<file path="src/rtl/lc3b_types.sv">
// Shared types for the LC-3b pipeline control slice.
package lc3b_types;

  typedef enum logic {
    RUN   = 1'b0,
    DRAIN = 1'b1
  } pipe_fsm_t;

  localparam int LC3B_NUM_STAGES = 5;

endpackage

</file>
<file path="src/rtl/pipe_fwd_sel.sv">
// Youngest-producer match for one ID source operand against pipeline
// registers 1..last. Index 0 of the inputs corresponds to register 1.
module pipe_fwd_sel #(
  parameter  int NUM_STAGES = 5,
  parameter  int REG_W      = 3,
  localparam int NR         = NUM_STAGES - 1,
  localparam int SEL_W      = $clog2(NUM_STAGES)
) (
  input  logic [REG_W-1:0]        src_i,
  input  logic                    src_used_i,
  input  logic [NR-2:0]           stg_valid_i,
  input  logic [NR-2:0]           stg_wr_i,
  input  logic [(NR-1)*REG_W-1:0] stg_dest_i,
  output logic [SEL_W-1:0]        sel_o,
  output logic                    hit_o,
  output logic                    hit_first_o
);

  logic [NR-2:0] match;

  // A register matches when it holds a live regfile write to this source.
  always_comb begin
    match = '0;
    for (int j = 0; j < NR - 1; j++) begin
      match[j] = src_used_i & stg_valid_i[j] & stg_wr_i[j] &
                 (stg_dest_i[j*REG_W +: REG_W] == src_i);
    end
  end

  // Scan oldest to youngest so the lowest-index match wins.
  always_comb begin
    sel_o = '0;
    for (int j = NR - 2; j >= 0; j--) begin
      if (match[j]) sel_o = SEL_W'(j + 1);
    end
  end

  assign hit_o       = |match;
  assign hit_first_o = match[0];

endmodule

</file>
<file path="src/rtl/pipe_hazard_ctrl.sv">
// Pipeline hazard controller: memory/fetch stalls, load-use or RAW interlock,
// operand forwarding select, branch redirect with stale-fetch drain, and a
// saturating stall-cycle counter.
// Build option: define PIPE_HAZARD_CTRL_FWD_EN to enable forwarding; without
// it every RAW match interlocks and fwd_sel1/2 read the regfile.
//
// state | meaning
// RUN   | normal fetch; imem_resp data is accepted into register 0
// DRAIN | a redirect left a stale fetch in flight; its response is dropped
module pipe_hazard_ctrl
  import lc3b_types::*;
#(
  parameter  int NUM_STAGES = LC3B_NUM_STAGES,
  parameter  int REG_W      = 3,
  parameter  int BR_REG     = 2,
  localparam int NR         = NUM_STAGES - 1,
  localparam int SEL_W      = $clog2(NUM_STAGES)
) (
  input  logic                  clk,
  input  logic                  rst_n,
  input  logic                  imem_resp,
  input  logic                  dmem_req,
  input  logic                  dmem_resp,
  input  logic                  br_taken,
  input  logic [REG_W-1:0]      id_sr1,
  input  logic [REG_W-1:0]      id_sr2,
  input  logic                  id_sr1_used,
  input  logic                  id_sr2_used,
  input  logic [NR*REG_W-1:0]   stg_dest,
  input  logic [NR-1:0]         stg_wr,
  input  logic [NR-1:0]         stg_load,
  output logic [NR-1:0]         load_pipe,
  output logic [NR-1:0]         stg_valid,
  output logic                  pc_load,
  output logic                  redirect,
  output logic [SEL_W-1:0]      fwd_sel1,
  output logic [SEL_W-1:0]      fwd_sel2,
  output logic [15:0]           stall_cycles
);

  pipe_fsm_t       state_q, state_d;
  logic [NR-1:0]   valid_q, valid_d;
  logic [15:0]     stall_q, stall_d;

  logic            mem_stall, branch, data_stall, stall_evt;
  logic [SEL_W-1:0] sel1, sel2;
  logic            hit_any1, hit_any2, hit_first1, hit_first2;
  logic            unused_sink;

  pipe_fwd_sel #(.NUM_STAGES(NUM_STAGES), .REG_W(REG_W)) u_fwd_sr1 (
    .src_i       (id_sr1),
    .src_used_i  (id_sr1_used),
    .stg_valid_i (valid_q[NR-1:1]),
    .stg_wr_i    (stg_wr[NR-1:1]),
    .stg_dest_i  (stg_dest[NR*REG_W-1:REG_W]),
    .sel_o       (sel1),
    .hit_o       (hit_any1),
    .hit_first_o (hit_first1)
  );

  pipe_fwd_sel #(.NUM_STAGES(NUM_STAGES), .REG_W(REG_W)) u_fwd_sr2 (
    .src_i       (id_sr2),
    .src_used_i  (id_sr2_used),
    .stg_valid_i (valid_q[NR-1:1]),
    .stg_wr_i    (stg_wr[NR-1:1]),
    .stg_dest_i  (stg_dest[NR*REG_W-1:REG_W]),
    .sel_o       (sel2),
    .hit_o       (hit_any2),
    .hit_first_o (hit_first2)
  );

`ifdef PIPE_HAZARD_CTRL_FWD_EN
  // Only a load sitting right behind ID cannot be forwarded in time.
  assign data_stall  = (hit_first1 | hit_first2) & stg_load[1];
  assign fwd_sel1    = sel1;
  assign fwd_sel2    = sel2;
  assign unused_sink = ^{stg_dest[REG_W-1:0], stg_wr[0], stg_load[0],
                         stg_load[NR-1:2], hit_any1, hit_any2};
`else
  // No bypass network: any pending producer blocks ID until it retires.
  assign data_stall  = hit_any1 | hit_any2;
  assign fwd_sel1    = '0;
  assign fwd_sel2    = '0;
  assign unused_sink = ^{stg_dest[REG_W-1:0], stg_wr[0], stg_load,
                         sel1, sel2, hit_first1, hit_first2};
`endif

  assign mem_stall = valid_q[NUM_STAGES-3] & dmem_req & ~dmem_resp;
  assign branch    = valid_q[BR_REG] & br_taken & ~mem_stall;

  // Next-state and pipeline control; priority is reset, mem stall, redirect,
  // data hazard, then fetch miss / drain.
  always_comb begin
    state_d   = state_q;
    valid_d   = valid_q;
    load_pipe = '0;
    pc_load   = 1'b0;
    redirect  = 1'b0;
    stall_evt = 1'b0;
    if (!rst_n) begin
      state_d = RUN;
    end else if (mem_stall) begin
      stall_evt = 1'b1;
    end else if (branch) begin
      redirect  = 1'b1;
      pc_load   = 1'b1;
      load_pipe = '1;
      valid_d   = '0;
      for (int k = BR_REG + 1; k < NR; k++) valid_d[k] = valid_q[k-1];
      state_d   = imem_resp ? RUN : DRAIN;
    end else begin
      load_pipe = '1;
      for (int k = 1; k < NR; k++) valid_d[k] = valid_q[k-1];
      if (data_stall) begin
        load_pipe[0] = 1'b0;
        valid_d[0]   = valid_q[0];
        valid_d[1]   = 1'b0;
        stall_evt    = 1'b1;
      end else if (state_q == DRAIN || !imem_resp) begin
        valid_d[0] = 1'b0;
        stall_evt  = ~imem_resp;
      end else begin
        valid_d[0] = 1'b1;
        pc_load    = 1'b1;
      end
      if (state_q == DRAIN && imem_resp) state_d = RUN;
    end
    stall_d = (stall_evt && stall_q != 16'hFFFF) ? stall_q + 16'd1 : stall_q;
  end

  // State registers with synchronous active-low reset.
  always_ff @(posedge clk) begin
    if (!rst_n) begin
      state_q <= RUN;
      valid_q <= '0;
      stall_q <= '0;
    end else begin
      state_q <= state_d;
      valid_q <= valid_d;
      stall_q <= stall_d;
    end
  end

  assign stg_valid    = valid_q;
  assign stall_cycles = stall_q;

endmodule

</file>
<file path="config.mk">
export PLATFORM = sky130hd
export DESIGN_NAME = pipe_hazard_ctrl
export DESIGN_NICKNAME = d
export VERILOG_FILES = /design/src/rtl/lc3b_types.sv /design/src/rtl/pipe_fwd_sel.sv /design/src/rtl/pipe_hazard_ctrl.sv
export SDC_FILE = /design/constraint.sdc
export NUM_CORES = 1
export LEC_CHECK = 0
export ABC_AREA = 1
export BUFFER_PORTS_ARGS = -buffer_cell sky130_fd_sc_hd__clkbuf_2
export CORE_ASPECT_RATIO = 1.5
export CORE_MARGIN = 5
export CORE_UTILIZATION = 49
export CTS_CLUSTER_SIZE = 25
export DETAILED_ROUTE_END_ITERATION = 6
export PLACE_DENSITY_LB_ADDON = 0.1
export SLEW_MARGIN = 5
export SYNTH_ARGS = -nofsm -noshare
export SYNTH_HDL_FRONTEND = slang
export SYNTH_SLANG_ARGS = --single-unit
</file>
<file path="constraint.sdc">
create_clock -name clk -period 1.72 [get_ports clk]
set_input_delay 0.172 -clock clk [delete_from_list [all_inputs] [get_ports clk]]
set_output_delay 0.172 -clock clk [all_outputs]
set_load 0.05 [all_outputs]
</file>
==> results.md, run 1 <==
* Area of the core region at 3191 µm²
* DIE AREA at 4632 µm²
* Clk_lat worst skew at 0.27 ns
* Clock sink total at 21
* Final antenna diode count at 0
* Clock-pin slew reported for the worst setup and hold paths after clock tree synthesis at 0.08 ns
* PwrDens at 521.9 nW/µm²
* Worst reg-to-reg path cell count at 9
* Final RePlAce weighted congestion at 0.9194
* Pre-CTS WS at 0.05121 ns
* Switching portion of total power at 33.47%
* CTS tree: built
* Port bufs at 51
* Internal at 0.7420 mW
* Count of endpoints failing setup in the final report at 0
* Die boundary height at 80.89 µm
* Required time at the endpoint of the critical path at 1.55 ns
* Average instance area after synthesis at 5.969 µm²
* Clock Skews at 0.007565 ns
* Initial antenna violation count at 0
* Register bit total from synthesis at 21
* Crit path kind: register to output pin
* Synth cell types at 29
* CP Launch Point: stg_valid[3]
* Area of all placed cells without fillers at 2137 µm²
* Number of warning messages in the yosys log at 0
* Data arrival at the endpoint of the critical path at 1.49 ns
* Endpoint kind of the worst setup timing path: output pin
* Setup WS post-layout at 0.06231 ns
* Ratio of final minimum period to clock period at 96.38%
* Crit path time final at 1.658 ns
* Seq/Total Area, Yosys at 25.61%
* Fraction of layout cells with a size suffix above 1 at 30.47%
* Hold-fix buffers at CTS at 0
* Number of hold-slack violations in the final timing report at 0
* Type of element launching the critical path: register
* Startpoint of the most critical hold path: rst_n
* Horiz. Die Dim at 57.26 µm
* Count of pins on the block boundary at 66
* Reg power frac at 44.7%
* Number of instances in the placed design at 372
* Unrepaired setup endpoints after global routing: yes
* Dpl hpwl at 3595 µm
* Main synth FF type: dfxtp_1
* Leakage at 1.099 nW
* Final count of pins violating max slew at 0
* CTS H-tree lvls at 1
* Slew @ Worst Pin at 0.4980 ns
* Remaining global-route overflow at 0
* Max-slew headroom at 66.55%
* Area of the mapped netlist at 1642 µm²
* Launch point of the worst reg-to-reg path: stall_cycles[1]
* Pin count of the biggest net entering global routing at 17
* Maximum clock path buffer count at 2
* Hold path depth at 3
* Final-stage net count at 374
* Highest Clock Rate at 0.6032 GHz
* Max capacitance violation total at 0
* Cell area reported after detailed placement at 2037 µm²
* Via count normalized by instance count at 4.944
* Antenna-violating nets left at 0
* Total clock buffers created by CTS at 3
* Clock power frac at 29.5%
* Power dissipated by switching net loads at 0.3734 mW
* Area delta synth->final at 30.18%
* Count of flip-flops with a built-in enable after synthesis at 0
* Number of cells in the finished layout apart from fillers at 378
* Asr flop ratio synth at 0%
* Via count of the first global-routing pass at 1747
* First-pass GRT wire length at 7341 µm
* Routed WL per cell at 11.79 µm
* DR DRC count at 0
* Length of the first detailed-routing pass in iterations at 4
* Peak VDD IR at 0.3585 mV
* HP Class: primary input to register
* Final Routed Wirelength at 4455 µm
* Cells after synthesis at 275
* Maximum fanout along the worst path at 4
* Part of the total power dissipated in combinational logic at 25.9%
* Drt first-iter violations at 49
* Initial Util at 51.45%
* Clock root buffer master: clkbuf_8
* Outcome: finished clean
* Count of vias placed by the detailed router at 1869
* Overall global routing resource usage at 19.67%
* Row count at 25
[routing by layer]
| metal | global-route usage, % | wire (µm) | up-vias |
|---|---|---|---|
| met3 | 3.498 | 272 | 7 |
| met4 | 7.889 | 76 | 0 |
| li1 | - | - | 990 |
| met5 | 0 | 0 | - |
| met2 | 37.64 | 2401 | 52 |
| met1 | 20.83 | 1705 | 820 |
[critical path, cell delays in order (launching register included)]
cell	delay (ns)
dfxtp_1	0.34
nand3_1	0.07
nor2_1	0.05
nand2_1	0.06
nand2_1	0.08
nor2_4	0.15
nand3_2	0.13
a21oi_4	0.14
clkbuf_8	0.19
[synth_stat cells, types with 2 or more instances]
master     n  area share, %
nand2_1   96             22
nor2_1    33            7.5
inv_1     23            5.3
dfxtp_1   21             26
nand3_1   18            5.5
a21oi_1   17            5.2
nand4_1   16            6.1
buf_4     10            4.6
xnor2_1    7            3.7
xor2_1     5            2.7
inv_2      4           0.91
o21ai_0    4            1.2
nor3_1     3           0.91
clkbuf_1   2           0.46
nor2_2     2           0.76
[per-stage QoR]
| step | utilization (%) | power [mW] | hold slack, ns | setup TNS (ns) |
|---|---|---|---|---|
| finish | 66.98 | 1.115 | 0.1409 | 0 |
| global route | 66.98 | 1.188 | 0.1511 | -0.04077 |
| global placement | 63.84 | 0.7864 | 0.4357 | 0 |
| floorplan | - | 0.7169 | 0.2828 | 0 |
| detailed placement | 63.84 | 0.7876 | 0.4284 | 0 |
| CTS | 66.08 | 1.122 | 0.1451 | 0 |
[state kept, by name, summed over array words and instances, names as in the netlist]
| signal | count |
|---|---|
| stall_cycles | 16 |
| state_q | 1 |
| stg_valid | 4 |
[cells by family after synthesis]
group	synth area share (%)
DFF	25.61
AOI/OAI and AO/OA	7.317
other	0.2284
buffers and inverters	12.42
adders and majority gates	0.7621
xor gates and xnor gates	6.402
and+or+nand+nor	47.26
[final timing paths]
path                                   endpoint  slack, ns
worst max-delay path               load_pipe[0]       0.06
worst min-delay path            stall_cycles[0]       0.14
worst max register to register  stall_cycles[3]       0.11
worst min register to register  stall_cycles[8]       0.49
[cell usage in the layout (no fill, tap or decap), types with 5 or more instances in the layout]
master	synthesis	final
nand2_1	96	96
nand3_1	18	16
dfxtp_2	0	8
a21oi_1	17	16
clkbuf_2	0	49
nor2_1	33	31
dfxtp_1	21	10
xnor2_1	7	7
conb_1	1	6
inv_1	23	23
xor2_1	5	5
nand4_1	16	16
buf_4	10	17
[final cells by class]
cell class	instances	area, µm²
multi-input combinational	218	1096
clock buffer	3	41.29
clock inverter	1	5.005
sequential	21	441.7
tap	40	50.05
fill	331	1054
timing repair buffer	68	401.6
inverter	27	101.3
[power groups by stage]
stage / sequential [mW] / combinational [mW] / clock, mW
2_1_floorplan: 0.535 / 0.182 / 0
3_3_place_gp: 0.510 / 0.277 / 0
3_5_place_dp: 0.510 / 0.278 / 0
4_1_cts: 0.498 / 0.285 / 0.339
5_1_grt: 0.500 / 0.317 / 0.371
6_report: 0.498 / 0.289 / 0.328
[repair_timing]
item                                    in CTS  in global routing
gates resized for setup                      6                  3
pin swaps                                    0                  3
buffers inserted                             0                  1
cloned                                       0                  1
endpoints found under the setup margin       2                 20
Note: power is estimated with default switching activity, not from simulation.
==> run 2: changes to the inputs <==
--- a/config.mk
+++ b/config.mk
@@ -9,7 +9,7 @@
 export BUFFER_PORTS_ARGS = -buffer_cell sky130_fd_sc_hd__clkbuf_2
 export CORE_ASPECT_RATIO = 1.5
 export CORE_MARGIN = 5
-export CORE_UTILIZATION = 49
+export CORE_UTILIZATION = 45
 export CTS_CLUSTER_SIZE = 25
 export DETAILED_ROUTE_END_ITERATION = 6
 export PLACE_DENSITY_LB_ADDON = 0.1
==> run 2 against run 1 <==
Net effect:
- final cell count up 0.79%
- clock skew down 0.0035 ns
- die area up 7.5%
- utilization down 6.6 points
- count of clock-buffer cells in the layout unchanged
- power up 3.1%
- worst setup slack better by 0.030 ns
- combinational power up 4%
==> results.md, run 2 (synthesis gave the netlist of run 1 again) <==
* Switching portion of total power at 34.83%
* DIE AREA at 4981 µm²
* First-pass GRT wire length at 7748 µm
* Via count normalized by instance count at 5.068
* Count of endpoints failing setup in the final report at 0
* Startpoint of the most critical hold path: rst_n
* Fraction of layout cells with a size suffix above 1 at 31.66%
* CTS H-tree lvls at 1
* Max capacitance violation total at 0
* Antenna-violating nets left at 0
* Length of the first detailed-routing pass in iterations at 4
* Via count of the first global-routing pass at 1853
* Ratio of final minimum period to clock period at 94.65%
* Maximum clock path buffer count at 2
* Clock power frac at 30.5%
* Port bufs at 51
* Part of the total power dissipated in combinational logic at 26.2%
* Area delta synth->final at 33.00%
* Count of pins on the block boundary at 66
* Clock Skews at 0.004048 ns
* Horiz. Die Dim at 59.32 µm
* DR DRC count at 0
* Hold Worst Slack at 0.1364 ns
* Power dissipated by switching net loads at 0.4003 mW
* Clock-pin slew reported for the worst setup and hold paths after clock tree synthesis at 0.09 ns
* Leakage at 1.105 nW
* Die boundary height at 83.97 µm
* Count of vias placed by the detailed router at 1931
* Maximum fanout along the worst path at 4
* Most common library cell in the layout ignoring fill and taps: nand2_1
* Dpl hpwl at 3750 µm
* Clk_lat worst skew at 0.27 ns
* Initial antenna violation count at 0
* PwrDens at 526.4 nW/µm²
* Final count of pins violating max slew at 0
* Row count at 27
* Final Routed Wirelength at 4745 µm
* Number of hold-slack violations in the final timing report at 0
* Endpoint kind of the worst setup timing path: output pin
* Reg power frac at 43.3%
* Peak VDD IR at 0.4406 mV
* Slack of the worst reg-to-reg path at 0.16 ns
* Flip-flop count of the largest register after layout at 16
* Total clock buffers created by CTS at 3
* Highest Clock Rate at 0.6143 GHz
* Crit path kind: register to output pin
* Hold-fix buffers at CTS at 0
* Launch point of the worst reg-to-reg path: stall_cycles[3]
* Pin count of the biggest net entering global routing at 17
* Data arrival at the endpoint of the critical path at 1.46 ns
* Internal at 0.7491 mW
* Drt first-iter violations at 86
* Most frequent cells in the layout: nand2_1, clkbuf_2, nor2_1, inv_1
* Area of the core region at 3615 µm²
* CP Launch Point: stg_valid[3]
* Routed WL per cell at 12.45 µm
* Hold path depth at 3
* Clock sink total at 21
* Outcome: finished clean
* Clock root buffer master: clkbuf_8
* Final antenna diode count at 0
* Final RePlAce weighted congestion at 0.9231
* HP Class: primary input to register
* Setup_tns at 0 ns
* Worst reg-to-reg path cell count at 8
* Overall global routing resource usage at 19.46%
* Required time at the endpoint of the critical path at 1.55 ns
* Remaining global-route overflow at 0
* CTS tree: built
* Initial Util at 45.41%
* Final-stage net count at 374
* Type of element launching the critical path: register
* Crit path time final at 1.628 ns
run 2: changes by cell type in the layout (fill, tap and decap cells not counted), sizes merged:
cell      delta
buf          +1
clkbuf       -1
clkinv       -1
clkinvlp     +1
run 2: what timing repair did:
action                                  CTS  global route
pin swaps                                 0             5
endpoints found under the setup margin    2             3
buffers inserted                          0             2
resized for setup                         6            10
gates cloned                              0             1
run 2: worst paths after layout:
path | endpoint
worst max-delay path | load_pipe[0]
worst min-delay path | stall_cycles[0]
worst max register to register | stall_cycles[3]
worst min register to register | stg_valid[3]
run 2: critical path: stages, from the launching register on:
cell and delay, ns:
dfxtp_2 0.34, nand3_1 0.06, a21oi_1 0.04, nand2_1 0.06, nand2_2 0.06, nor2_4 0.16, nand3_4 0.11, a21oi_4 0.18
buf_8 0.16
run 2: routing by layer:
| metal | GRT usage, % | vias to the layer above | wire (µm) |
|---|---|---|---|
| met2 | 36.82 | 54 | 2553 |
| li1 | - | 997 | - |
| met4 | 7.629 | 0 | 131 |
| met1 | 20.13 | 867 | 1822 |
| met5 | 0 | - | 0 |
| met3 | 2.786 | 13 | 238 |
run 2: power groups by stage:
stage / clock (mW) / combinational [mW] / sequential, mW
3_3_place_gp: 0 / 0.281 / 0.509
4_1_cts: 0.356 / 0.289 / 0.498
2_1_floorplan: 0 / 0.182 / 0.535
5_1_grt: 0.374 / 0.328 / 0.500
3_5_place_dp: 0 / 0.283 / 0.509
6_report: 0.350 / 0.301 / 0.498
run 2: stage by stage:
step	cell area, µm²	instances	power, mW	setup WS, ns	utilization, %
global route	2183	381	1.202	-0.001565	60.40
global placement	2046	374	0.7906	0.06884	56.59
floorplan	1714	280	0.7169	0.002934	-
CTS	2120	378	1.143	0.002977	58.64
detailed placement	2046	374	0.7923	0.04815	56.59
finish	2183	381	1.149	0.09204	60.40
run 2: layout make-up:
| class | instances | area [µm²] |
|---|---|---|
| fill | 390 | 1431 |
| timing repair buffer | 68 | 415.4 |
| inverter | 27 | 101.3 |
| clock inverter | 1 | 7.507 |
| multi-input combinational | 218 | 1121 |
| tap | 43 | 53.80 |
| sequential | 21 | 442.9 |
| clock buffer | 3 | 41.29 |
